[src/rtl/reg8_seq_pkg.sv]
// Shared types for the reg8 sequencer: opcodes, FSM states and the instruction layout.
package reg8_seq_pkg;

  localparam int INSTR_W = 16;
  localparam int OPC_W   = 4;
  localparam int REG_W   = 3;
  localparam int IMM_W   = 8;
  localparam int PAD_W   = INSTR_W - OPC_W - 3 * REG_W;

  typedef enum logic [OPC_W-1:0] {
    OP_NOP  = 4'd0,
    OP_ADD  = 4'd1,
    OP_SUB  = 4'd2,
    OP_AND  = 4'd3,
    OP_OR   = 4'd4,
    OP_XOR  = 4'd5,
    OP_LI   = 4'd6,
    OP_HALT = 4'd7,
    OP_JMP  = 4'd8,
    OP_BZ   = 4'd9
  } opcode_e;

  typedef enum logic [2:0] {
    ST_IDLE   = 3'd0,
    ST_FETCH  = 3'd1,
    ST_EXEC   = 3'd2,
    ST_WB     = 3'd3,
    ST_WAIT   = 3'd4,
    ST_HALTED = 3'd5
  } state_e;

  // imm8/target overlaps the low bits of rs1 and all of rs2/pad.
  typedef struct packed {
    logic [OPC_W-1:0] opcode;
    logic [REG_W-1:0] rd;
    logic [REG_W-1:0] rs1;
    logic [REG_W-1:0] rs2;
    logic [PAD_W-1:0] pad;
  } instr_t;

  function automatic logic [IMM_W-1:0] instr_imm(input instr_t i);
    return i[IMM_W-1:0];
  endfunction

endpackage

[src/rtl/reg8_seq_ctrl_if.sv]
// Fetch port and register-bank port of the reg8 sequencer, seen from the sequencer (master).
interface reg8_seq_ctrl_if
  import reg8_seq_pkg::*;
#(
  parameter int PC_W = 8
);
  logic               instr_req;
  logic [PC_W-1:0]    instr_addr;
  logic               instr_ack;
  logic [INSTR_W-1:0] instr_data;
  logic               rb_write_enable;
  logic [REG_W-1:0]   rb_write_addr;
  logic [7:0]         rb_write_data;
  logic [REG_W-1:0]   rb_reg_addr_1;
  logic [REG_W-1:0]   rb_reg_addr_2;
  logic [7:0]         rb_reg_data_1;
  logic [7:0]         rb_reg_data_2;

  modport master (
    output instr_req, instr_addr, rb_write_enable, rb_write_addr, rb_write_data,
           rb_reg_addr_1, rb_reg_addr_2,
    input  instr_ack, instr_data, rb_reg_data_1, rb_reg_data_2
  );

  modport slave (
    input  instr_req, instr_addr, rb_write_enable, rb_write_addr, rb_write_data,
           rb_reg_addr_1, rb_reg_addr_2,
    output instr_ack, instr_data, rb_reg_data_1, rb_reg_data_2
  );
endinterface

[src/rtl/reg8_seq_alu.sv]
// Combinational 8-bit ALU for the reg8 sequencer; results wrap modulo 256.
module reg8_seq_alu
  import reg8_seq_pkg::*;
(
  input  logic [OPC_W-1:0] op,
  input  logic [7:0]       opnd_a,
  input  logic [7:0]       opnd_b,
  output logic [7:0]       result
);

  // Arithmetic/logic result select; carry and borrow out are dropped.
  always_comb begin
    result = 8'h00;
    case (op)
      OP_ADD:  result = opnd_a + opnd_b;
      OP_SUB:  result = opnd_a - opnd_b;
      OP_AND:  result = opnd_a & opnd_b;
      OP_OR:   result = opnd_a | opnd_b;
      OP_XOR:  result = opnd_a ^ opnd_b;
      default: result = 8'h00;
    endcase
  end

endmodule

[src/rtl/reg8_seq_ctrl.sv]
// Multi-cycle sequencer: fetches 16-bit instructions, runs them against the 8x8 bank,
// and holds off the next fetch until a writeback is visible to reads.
module reg8_seq_ctrl
  import reg8_seq_pkg::*;
#(
  parameter int PC_W   = 8,
  parameter int WB_LAT = 2,
  parameter int CNT_W  = 16
) (
  input  logic              clk,
  input  logic              rst,
  input  logic              start,
  reg8_seq_ctrl_if.master   bus,
  output logic              busy,
  output logic              halted,
  output logic              err_illegal,
  output logic [PC_W-1:0]   pc,
  output logic [CNT_W-1:0]  retired
);

  localparam logic [PC_W-1:0]  PC_ONE    = {{(PC_W-1){1'b0}}, 1'b1};
  localparam logic [CNT_W-1:0] CNT_ONE   = {{(CNT_W-1){1'b0}}, 1'b1};
  localparam logic [CNT_W-1:0] CNT_MAX   = {CNT_W{1'b1}};
  localparam logic [7:0]       WAIT_LAST = 8'((WB_LAT > 1) ? (WB_LAT - 2) : 0);

  state_e            state_r, state_next_s;
  logic [PC_W-1:0]   pc_r, pc_next_s, pc_target_s;
  instr_t            ir_r, fetched_s;
  logic [7:0]        result_r, result_s, alu_y_s;
  logic [REG_W-1:0]  waddr_r, raddr1_s;
  logic [7:0]        wait_cnt_r;
  logic [CNT_W-1:0]  retired_r;
  logic              retire_s, set_err_s;
  logic              err_r, busy_r, halted_r, req_r, we_r;

  assign fetched_s   = instr_t'(bus.instr_data);
  assign pc_target_s = PC_W'(instr_imm(ir_r));

  reg8_seq_alu u_alu (
    .op     (ir_r.opcode),
    .opnd_a (bus.rb_reg_data_1),
    .opnd_b (bus.rb_reg_data_2),
    .result (alu_y_s)
  );

  // Writeback value: LI bypasses the ALU.
  always_comb begin
    if (ir_r.opcode == OP_LI) result_s = instr_imm(ir_r);
    else                      result_s = alu_y_s;
  end

  // BZ tests its rd register on read port 1.
  always_comb begin
    if (ir_r.opcode == OP_BZ) raddr1_s = ir_r.rd;
    else                      raddr1_s = ir_r.rs1;
  end

  // Next-state, next-pc and retire/error decode.
  always_comb begin
    state_next_s = state_r;
    pc_next_s    = pc_r;
    retire_s     = 1'b0;
    set_err_s    = 1'b0;
    case (state_r)
      ST_IDLE, ST_HALTED: begin
        if (start) begin
          state_next_s = ST_FETCH;
          pc_next_s    = {PC_W{1'b0}};
        end else begin
          state_next_s = state_r;
        end
      end
      ST_FETCH: begin
        if (bus.instr_ack) state_next_s = ST_EXEC;
        else               state_next_s = ST_FETCH;
      end
      ST_EXEC: begin
        pc_next_s = pc_r + PC_ONE;
        case (ir_r.opcode)
          OP_ADD, OP_SUB, OP_AND, OP_OR, OP_XOR, OP_LI: begin
            if (ir_r.rd != 3'd0) begin
              state_next_s = ST_WB;
            end else begin
              state_next_s = ST_FETCH;
              retire_s     = 1'b1;
            end
          end
          OP_NOP: begin
            state_next_s = ST_FETCH;
            retire_s     = 1'b1;
          end
          OP_JMP: begin
            pc_next_s    = pc_target_s;
            state_next_s = ST_FETCH;
            retire_s     = 1'b1;
          end
          OP_BZ: begin
            if (bus.rb_reg_data_1 == 8'h00) pc_next_s = pc_target_s;
            else                            pc_next_s = pc_r + PC_ONE;
            state_next_s = ST_FETCH;
            retire_s     = 1'b1;
          end
          OP_HALT: begin
            pc_next_s    = pc_r;
            state_next_s = ST_HALTED;
            retire_s     = 1'b1;
          end
          default: begin
            // Illegal opcode: pc stays on the offending word.
            pc_next_s    = pc_r;
            state_next_s = ST_HALTED;
            set_err_s    = 1'b1;
          end
        endcase
      end
      ST_WB: begin
        retire_s = 1'b1;
        if (WB_LAT > 1) state_next_s = ST_WAIT;
        else            state_next_s = ST_FETCH;
      end
      ST_WAIT: begin
        if (wait_cnt_r == WAIT_LAST) state_next_s = ST_FETCH;
        else                         state_next_s = ST_WAIT;
      end
      default: begin
        state_next_s = ST_IDLE;
        pc_next_s    = {PC_W{1'b0}};
      end
    endcase
  end

  // State, pc, counters and the status/strobe outputs registered from the next state.
  always_ff @(posedge clk) begin
    if (rst) begin
      state_r    <= ST_IDLE;
      pc_r       <= {PC_W{1'b0}};
      retired_r  <= {CNT_W{1'b0}};
      err_r      <= 1'b0;
      busy_r     <= 1'b0;
      halted_r   <= 1'b0;
      req_r      <= 1'b0;
      we_r       <= 1'b0;
      wait_cnt_r <= 8'h00;
    end else begin
      state_r  <= state_next_s;
      pc_r     <= pc_next_s;
      busy_r   <= (state_next_s != ST_IDLE) && (state_next_s != ST_HALTED);
      halted_r <= (state_next_s == ST_HALTED);
      req_r    <= (state_next_s == ST_FETCH);
      we_r     <= (state_next_s == ST_WB);
      if (set_err_s) err_r <= 1'b1;
      if (retire_s && (retired_r != CNT_MAX)) retired_r <= retired_r + CNT_ONE;
      if (state_r == ST_WB)        wait_cnt_r <= 8'h00;
      else if (state_r == ST_WAIT) wait_cnt_r <= wait_cnt_r + 8'h01;
    end
  end

  // Instruction register and writeback datapath.
  always_ff @(posedge clk) begin
    if (rst) begin
      ir_r     <= instr_t'(16'h0000);
      result_r <= 8'h00;
      waddr_r  <= 3'd0;
    end else begin
      if ((state_r == ST_FETCH) && bus.instr_ack) ir_r <= fetched_s;
      if (state_r == ST_EXEC) begin
        result_r <= result_s;
        waddr_r  <= ir_r.rd;
      end
    end
  end

  assign bus.instr_req       = req_r;
  assign bus.instr_addr      = pc_r;
  assign bus.rb_write_enable = we_r;
  assign bus.rb_write_addr   = waddr_r;
  assign bus.rb_write_data   = result_r;
  assign bus.rb_reg_addr_1   = raddr1_s;
  assign bus.rb_reg_addr_2   = ir_r.rs2;
  assign busy                = busy_r;
  assign halted              = halted_r;
  assign err_illegal         = err_r;
  assign pc                  = pc_r;
  assign retired             = retired_r;

endmodule

[src/flat_wrapper.sv]
// flat-port wrapper written by rule: the top's interface ports become plain ports
module reg8_seq_ctrl_flat import reg8_seq_pkg::*;
#(
  parameter int PC_W   = 8,
  parameter int WB_LAT = 2,
  parameter int CNT_W  = 16
)
  (clk, rst, start, busy, halted, err_illegal, pc, retired, bus_instr_req, bus_instr_addr, bus_rb_write_enable, bus_rb_write_addr, bus_rb_write_data, bus_rb_reg_addr_1, bus_rb_reg_addr_2, bus_instr_ack, bus_instr_data, bus_rb_reg_data_1, bus_rb_reg_data_2);
  reg8_seq_ctrl_if #(.PC_W(PC_W)) bus_i ();
  input  logic clk;
  input  logic rst;
  input  logic start;
  output logic busy;
  output logic halted;
  output logic err_illegal;
  output logic [PC_W-1:0] pc;
  output logic [CNT_W-1:0] retired;
  output wire logic [$bits(bus_i.instr_req)-1:0] bus_instr_req;
  output wire logic [$bits(bus_i.instr_addr)-1:0] bus_instr_addr;
  output wire logic [$bits(bus_i.rb_write_enable)-1:0] bus_rb_write_enable;
  output wire logic [$bits(bus_i.rb_write_addr)-1:0] bus_rb_write_addr;
  output wire logic [$bits(bus_i.rb_write_data)-1:0] bus_rb_write_data;
  output wire logic [$bits(bus_i.rb_reg_addr_1)-1:0] bus_rb_reg_addr_1;
  output wire logic [$bits(bus_i.rb_reg_addr_2)-1:0] bus_rb_reg_addr_2;
  input wire logic [$bits(bus_i.instr_ack)-1:0] bus_instr_ack;
  input wire logic [$bits(bus_i.instr_data)-1:0] bus_instr_data;
  input wire logic [$bits(bus_i.rb_reg_data_1)-1:0] bus_rb_reg_data_1;
  input wire logic [$bits(bus_i.rb_reg_data_2)-1:0] bus_rb_reg_data_2;
  assign bus_instr_req = bus_i.instr_req;
  assign bus_instr_addr = bus_i.instr_addr;
  assign bus_rb_write_enable = bus_i.rb_write_enable;
  assign bus_rb_write_addr = bus_i.rb_write_addr;
  assign bus_rb_write_data = bus_i.rb_write_data;
  assign bus_rb_reg_addr_1 = bus_i.rb_reg_addr_1;
  assign bus_rb_reg_addr_2 = bus_i.rb_reg_addr_2;
  assign bus_i.instr_ack = bus_instr_ack;
  assign bus_i.instr_data = bus_instr_data;
  assign bus_i.rb_reg_data_1 = bus_rb_reg_data_1;
  assign bus_i.rb_reg_data_2 = bus_rb_reg_data_2;
  reg8_seq_ctrl #(.PC_W(PC_W), .WB_LAT(WB_LAT), .CNT_W(CNT_W)) u_core (.clk(clk), .rst(rst), .start(start), .bus(bus_i), .busy(busy), .halted(halted), .err_illegal(err_illegal), .pc(pc), .retired(retired));
endmodule
[config.mk]
export PLATFORM = sky130hd
export DESIGN_NAME = reg8_seq_ctrl_flat
export DESIGN_NICKNAME = d
export VERILOG_FILES = /design/src/rtl/reg8_seq_pkg.sv /design/src/rtl/reg8_seq_ctrl_if.sv /design/src/rtl/reg8_seq_alu.sv /design/src/rtl/reg8_seq_ctrl.sv /design/src/flat_wrapper.sv
export SDC_FILE = /design/constraint.sdc
export NUM_CORES = 1
export LEC_CHECK = 0
export ABC_AREA = 1
export BUFFER_PORTS_ARGS = -buffer_cell sky130_fd_sc_hd__buf_2
export CORE_MARGIN = 5
export CORE_UTILIZATION = 56
export CTS_CLUSTER_DIAMETER = 200
export DETAILED_ROUTE_END_ITERATION = 8
export PLACE_DENSITY = 0.81
export SETUP_SLACK_MARGIN = 0.3
export SYNTH_ARGS = -nofsm -noshare
export SYNTH_HDL_FRONTEND = slang
export SYNTH_SLANG_ARGS = --single-unit
[constraint.sdc]
create_clock -name clk -period 2.7 [get_ports clk]
set_clock_uncertainty 0.05 [all_clocks]
set_input_delay 0.54 -clock clk [delete_from_list [all_inputs] [get_ports clk]]
set_output_delay 0.54 -clock clk [all_outputs]
set_load 0.01 [all_outputs]
# ---- Yosys cells after proc, flatten, opt, wreduce, memory -nomap -nowiden
# Cells that the tools add are included.
dict set report word_totals {
  regBits 67
  input_bits 36
  word_cells 82
}
dict set report classes {
  add_sub_neg 5
  n_eq_ne 21
  mux 18
  bitwise_logic 4
  reduce_logical 18
}
# op n
set ops {}
lappend ops {{$pmux 8 s3} 2}
lappend ops {{$pmux 8 s5} 1}
lappend ops {{$mux 8} 3}
lappend ops {{$add 16x1->16 const B} 1}
lappend ops {{$add 8x1->8 const B} 2}
lappend ops {{$eq 4x3->1 const B} 4}
lappend ops {{$logic_not 8->1} 2}
lappend ops {{$ne 16x16->1 const B} 1}
lappend ops {{$pmux 3 s5} 1}
lappend ops {{$reduce_or 10->1} 1}
lappend ops {{$eq 3x2->1 const B} 3}
lappend ops {{$eq 3x3->1 const B} 3}
lappend ops {{$mux 3} 3}
lappend ops {{$add 8x8->8} 1}
lappend ops {{$and 8x8->8} 1}
lappend ops {{$eq 4x2->1 const B} 2}
lappend ops {{$eq 4x4->1 const B} 2}
lappend ops {{$or 8x8->8} 1}
lappend ops {{$sub 8x8->8} 1}
lappend ops {{$xor 8x8->8} 1}
lappend ops {{$reduce_or 7->1} 1}
lappend ops {{$eq 3x1->1 const B} 2}
lappend ops {{$pmux 3 s2} 1}
lappend ops {{$reduce_bool 3->1} 2}
lappend ops {{16 further kinds} 24}

# ---- Longest topological paths before layout
dict set report logic_depth {
  depth_word 6
  ltp_mapped 20
  mapped_depth_nobuf 20
}

# ---- Hierarchy
# Synthesis repeated with hierarchy kept, for this count alone.
dict set report hier_totals {
  hier_cells 695
  area_unflattened_um2 4645.7
}
# module n_inst cells_per_inst area_each_um2
set modules_own_cells {}
lappend modules_own_cells {reg8_seq_ctrl 1 528 3636.0}
lappend modules_own_cells {reg8_seq_alu 1 167 1009.7}

# ---- Least setup slack after synthesis
# OpenSTA, ideal clock, no wires.
dict set report synth_timing {
  path_type {input port to flip-flop}
  startpoint {input bus_rb_reg_data_2[1]}
  endpoint {register u_core.result_r[7] (netlist: u_core.bus.rb_write_data[7])}
  setup_ns 0.109
  arrival_time_ns 2.233
  slack_ns 0.308
  stages 19
  n_path_buf 0
  path_cell_list {inv_1 > ha_1 > inv_1 > nor3_1 > nand2_1 > nand2_1 > xor2_1 > inv_1 > ha_1 > nand2_1 > inv_1 > nand2_1 > nand2_1 > a21oi_1 > nand3_1 > nand3_1 > nand3_1 > nand2_1 > inv_1}
}
dict set report synth_between {
  elab_chain_len 3
}
# element line_no
set synth_rtl {}
lappend synth_rtl {{start: declaration} flat_wrapper.sv:28} ;# input wire logic [$bits(bus_i.rb_reg_data_2)-1:0] bus_rb_reg_data_2;
lappend synth_rtl {{$sub 8x8->8 / $add 8x8->8 (equally long branches)} {reg8_seq_alu.sv:16, reg8_seq_alu.sv:15}}
lappend synth_rtl {{$pmux 8 s5 *} reg8_seq_alu.sv:14} ;# case (op)
lappend synth_rtl {{$mux 8 *} reg8_seq_ctrl.sv:48} ;# if (ir_r.opcode == OP_LI) result_s = instr_imm(ir_r);
lappend synth_rtl {{end signal: assignment} reg8_seq_ctrl.sv:167} ;# result_r <= result_s;
lappend synth_rtl {{end: declaration} reg8_seq_ctrl.sv:29} ;# logic [7:0] result_r, result_s, alu_y_s;
# Mark *: on every way between the ends. The rest lies on a longest branch, timed or not.
# A chain may end at the register's enable or synchronous reset.

# ---- Final worst setup path
dict set report layout_timing {
  startpoint {input bus_rb_reg_data_2[0]}
  endpoint {register u_core.result_r[7] (netlist: u_core.bus.rb_write_data[7])}
}
# Same word-level chain as after synthesis.

==> metrics.log <==
[metrics] status: finished clean
[metrics] worst slew margin relative to its limit: 62.1%
[metrics] Netlist cell types: 36
[metrics] Worst VDD drop: 0.423 mV
[metrics] CTS tree: yes
[metrics] Worst Hold Path EP: u_core.ir_r[9]
[metrics] number of antenna diodes: 0
[metrics] element type at the critical path start: input pin
[metrics] count of state elements after synthesis: 67
[metrics] Starting DRT DRC Count: 203
[metrics] die boundary height: between 90 and 100 um
[metrics] number of buffers on the longest clock path: 2
[metrics] GR Util met3: 5.14%
[metrics] Detailed Route WL: 11400 um
[metrics] standard-cell rows: 32
[metrics] post-synthesis cell count: 656
[metrics] final critical-path required period: 2.27 ns
[metrics] source of the worst register-to-register timing path: u_core.ir_r[14]
[metrics] GRT met1 Usage: 27.2%
[metrics] Total Die Area: 0.00964 mm2
[metrics] Clk Latency, worst-skew pair: about 0.34 ns
[metrics] sequential cell area fraction in the yosys report: a little under a third
[metrics] clock sink total: 67
[metrics] first-pass GRT wire length: slightly below 20000 um
[metrics] final-layout worst hold slack: 0.402 ns
[metrics] Lkg Pwr: 2.43 nW
[metrics] count of cells along the worst hold path: 3
[metrics] maximum number of pins on one net before global-route repair: 30
[metrics] count of pins on the block boundary: 90
[metrics] unrepaired setup endpoints after global routing: true
[metrics] Area Growth Syn to Fin: 16.6%
[metrics] number of pins with negative max-slew slack in the final report: 0
[metrics] clk slew on worst S/H paths: roughly 0.07 ns
[metrics] IO Port Bufs: 89
[metrics] Die W: 98.2 um
[metrics] Worst Hold Launch: bus_instr_data[9]
[metrics] total power consumption of the routed design: 2.43 mW
[metrics] Data required, critical path: roughly 2.9 ns
[metrics] number of detailed-routing iterations run before antenna repair: 4
[metrics] number of cells traversed by the worst register-to-register path: 12
[metrics] vias per std cell: 5.22
[metrics] final sum of negative setup slack: 0 ns
[metrics] count of unresolved DRC violations after routing: 0
[metrics] total core area: 0.00765 mm2
[metrics] number of setup violations in the final report: 0
[metrics] hold_buf cts: 0
[metrics] # nets final: 807
[metrics] mean cell area of the mapped netlist: ~6.6 um2
[metrics] total nets after synthesis: 721
[metrics] number of H-tree levels: 3
[metrics] GP Congestion: 0.868
[metrics] largest fanout on the critical path: 3
[metrics] largest cells by area after synthesis: sky130_fd_sc_hd__dfxtp_1 31%, sky130_fd_sc_hd__nand2_1 14%, sky130_fd_sc_hd__ha_1 8.0%
[metrics] total grt overflow: 0
[metrics] slack of the worst reg-to-reg path: 0.48 ns
[metrics] antenna viol nets, final: 0
[metrics] number of antenna violations at the first check in global routing: 0
[metrics] vias in the first global route: approximately 4400
[metrics] Crit Path Class: input pin to flop
[metrics] share of the synthesized area in the top cell type: 30.8%
[metrics] overall routing resource usage: 24.0%
[metrics] Initial Utilization: 57.0%
[metrics] post-synth top area cell: sky130_fd_sc_hd__dfxtp_1
[metrics] Maximum Capacitance Violations: 0
[metrics] data arrival at the endpoint of the critical path: 2.46 ns
[metrics] total vias in the final route: 4430
[metrics] hpwl dp: 8940 um
[metrics] Max Clk Rate: ~0.44 GHz
[metrics] yosys warns: 0
[metrics] share of cells above drive strength 1: 18.3%
[metrics] total CTS buffers: 9
[metrics] total area of multi-input combinational cells: about 0.0026 mm2
[metrics] wire length per cell: between 10 and 15 um
[metrics] Filler Cells Inserted: 708
[metrics] met2 routing resource usage after global routing: 44.3%
[metrics] capture point of the worst reg-to-reg path: u_core.bus.rb_write_data[3]
[metrics] type of destination of the critical path: flop
[metrics] portion of the clock cycle consumed by the worst path in the final layout: 84.1%
[metrics] actual transition at the worst max-transition pin: 0.567 ns
[metrics] PD cells: 478 mW/mm2
[metrics] min-delay worst type: input pin to flop
[metrics] endpoints failing hold: 0
[metrics] area taken by flip-flops and latches: 0.00134 mm2
[metrics] Root Driver: sky130_fd_sc_hd__clkbuf_8
[metrics] cell area after synthesis: around 0.0044 mm2
[metrics] layer carrying the most global-route usage: met2
[cells in the mapped netlist]
library cell / instances
sky130_fd_sc_hd__nand2_1: 160
sky130_fd_sc_hd__inv_1: 81
sky130_fd_sc_hd__nor2_1: 72
sky130_fd_sc_hd__dfxtp_1: 67
sky130_fd_sc_hd__a21oi_1: 56
sky130_fd_sc_hd__o21ai_0: 44
sky130_fd_sc_hd__nand3_1: 35
sky130_fd_sc_hd__ha_1: 28
sky130_fd_sc_hd__xor2_1: 18
sky130_fd_sc_hd__nor3_1: 15
sky130_fd_sc_hd__buf_4: 12
sky130_fd_sc_hd__nand4_1: 11
sky130_fd_sc_hd__clkbuf_1: 8
sky130_fd_sc_hd__nand3b_1: 8
sky130_fd_sc_hd__or2_2: 7
sky130_fd_sc_hd__xnor2_1: 5
sky130_fd_sc_hd__nand2_2: 4
sky130_fd_sc_hd__o21a_1: 4
sky130_fd_sc_hd__inv_2: 2
sky130_fd_sc_hd__nor2_4: 2
sky130_fd_sc_hd__nor4_1: 2
sky130_fd_sc_hd__a211oi_1: 1
sky130_fd_sc_hd__a31oi_1: 1
sky130_fd_sc_hd__buf_1: 1
sky130_fd_sc_hd__buf_2: 1
sky130_fd_sc_hd__buf_6: 1
sky130_fd_sc_hd__fa_1: 1
sky130_fd_sc_hd__inv_4: 1
sky130_fd_sc_hd__nand2_4: 1
sky130_fd_sc_hd__nand2b_1: 1
sky130_fd_sc_hd__nand3_2: 1
sky130_fd_sc_hd__nand3b_4: 1
sky130_fd_sc_hd__nor3_4: 1
sky130_fd_sc_hd__o2111ai_1: 1
sky130_fd_sc_hd__o211ai_1: 1
sky130_fd_sc_hd__o31ai_1: 1
[placed cells by master (no fill, tap or decap), types with 3 or more instances in the layout]
cell / n
sky130_fd_sc_hd__nand2_1: 159
sky130_fd_sc_hd__buf_2: 89
sky130_fd_sc_hd__inv_1: 81
sky130_fd_sc_hd__nor2_1: 70
sky130_fd_sc_hd__dfxtp_1: 67
sky130_fd_sc_hd__a21oi_1: 56
sky130_fd_sc_hd__o21ai_0: 43
sky130_fd_sc_hd__nand3_1: 35
sky130_fd_sc_hd__ha_1: 27
sky130_fd_sc_hd__xor2_1: 18
sky130_fd_sc_hd__nor3_1: 14
sky130_fd_sc_hd__clkbuf_8: 13
sky130_fd_sc_hd__nand4_1: 11
sky130_fd_sc_hd__buf_4: 9
sky130_fd_sc_hd__nand3b_1: 8
sky130_fd_sc_hd__or2_2: 7
sky130_fd_sc_hd__xnor2_1: 5
sky130_fd_sc_hd__nand2_2: 4
sky130_fd_sc_hd__o21a_1: 4
sky130_fd_sc_hd__nor2_4: 3
[sequential cells by signal (all words and copies together), names as in the netlist]
register                    flops
u_core.retired                 16
u_core.ir_r                    13
u_core.bus.instr_addr           8
u_core.bus.rb_write_data        8
u_core.wait_cnt_r               8
u_core.bus.rb_reg_addr_2        3
u_core.bus.rb_write_addr        3
u_core.state_r                  3
u_core.bus.instr_req            1
u_core.bus.rb_write_enable      1
u_core.busy                     1
u_core.err_illegal              1
u_core.halted                   1
[worst max-delay path, stage by stage]
cell	delay, ns
sky130_fd_sc_hd__buf_2	0.12
sky130_fd_sc_hd__inv_1	0.08
sky130_fd_sc_hd__ha_1	0.14
sky130_fd_sc_hd__inv_1	0.07
sky130_fd_sc_hd__nor3_4	0.15
sky130_fd_sc_hd__nand2_1	0.07
sky130_fd_sc_hd__nand2_1	0.07
sky130_fd_sc_hd__xor2_1	0.15
sky130_fd_sc_hd__inv_1	0.06
sky130_fd_sc_hd__ha_1	0.30
sky130_fd_sc_hd__nand2_1	0.09
sky130_fd_sc_hd__inv_1	0.05
sky130_fd_sc_hd__nand2_1	0.05
sky130_fd_sc_hd__nand2_1	0.04
sky130_fd_sc_hd__a21oi_1	0.15
sky130_fd_sc_hd__nand3_1	0.09
sky130_fd_sc_hd__nand3_1	0.08
sky130_fd_sc_hd__nand3_1	0.06
sky130_fd_sc_hd__nand2_1	0.06
sky130_fd_sc_hd__inv_1	0.03
[power breakdown]
part / leakage, nW / switching (mW) / internal, mW
Combinational: 1.79 / 0.352 / 0.205
Clock: 0.0997 / 0.365 / 0.434
Sequential: 0.543 / 0.0393 / 1.03
Total: 2.43 / 0.756 / 1.67
[logic make-up (layout without fill, tap and decap cells)]
family / after synthesis / after routing / synth area share [%]
compound gates: 109 / 109 / 13.0
fa+ha+maj: 29 / 29 / 8.50
flops: 67 / 67 / 30.8
buf+inv: 107 / 198 / 10.5
xor+xnor: 23 / 23 / 4.62
simple gates: 321 / 321 / 32.5
[repair_timing]
action,in CTS,in global routing
setup buffers,0,0
setup endpoints to repair,0,7
gates resized for setup,0,9
endpoints found under the hold margin,0,0
[through the flow]
step / utilization [%] / cells / area [um2] / setup WS, ns
floorplan: - / 656 / 4360 / 0.308
global placement: 63.5 / 833 / 4860 / 0.0912
detailed placement: 63.5 / 833 / 4860 / -0.0383
CTS: 66.0 / 849 / 5050 / 0.302
global route: 66.4 / 849 / 5080 / 0.274
finish: 66.4 / 849 / 5080 / 0.431
[worst max-delay path by stage]
| stage | startpoint | to | slack, ns | cells past startpoint |
|---|---|---|---|---|
| global placement | bus_rb_reg_data_2[0] | u_core.bus.rb_write_data[7] | 0.09 | 20 |
| finish | bus_rb_reg_data_2[0] | u_core.bus.rb_write_data[7] | 0.43 | 20 |
| detailed placement | bus_rb_reg_data_2[0] | u_core.bus.rb_write_data[7] | -0.04 | 20 |
| global route | bus_rb_reg_data_2[0] | u_core.bus.rb_write_data[7] | 0.27 | 20 |
| floorplan | bus_rb_reg_data_2[1] | u_core.bus.rb_write_data[7] | 0.31 | 19 |
| CTS | u_core.ir_r[13] | u_core.bus.rb_write_data[3] | 0.30 | 13 |
[cell type report]
class / count / share of cell area, %
flip-flops and latches: 67 / 26.4
well taps: 102 / 2.51
clock buffers: 15 / 3.67
inverters: 84 / 6.26
clock inverters: 1 / 0.0985
multi-input cells: 482 / 51.0
repair buffers: 98 / 10.1
[layer usage]
metal / up-vias / wire length, um
met5: - / 0
li1: 2270 / -
met3: 24 / 470
met4: 0 / 229
met1: 2038 / 4780
met2: 98 / 5900
Note: power is estimated with default switching activity, not from simulation.
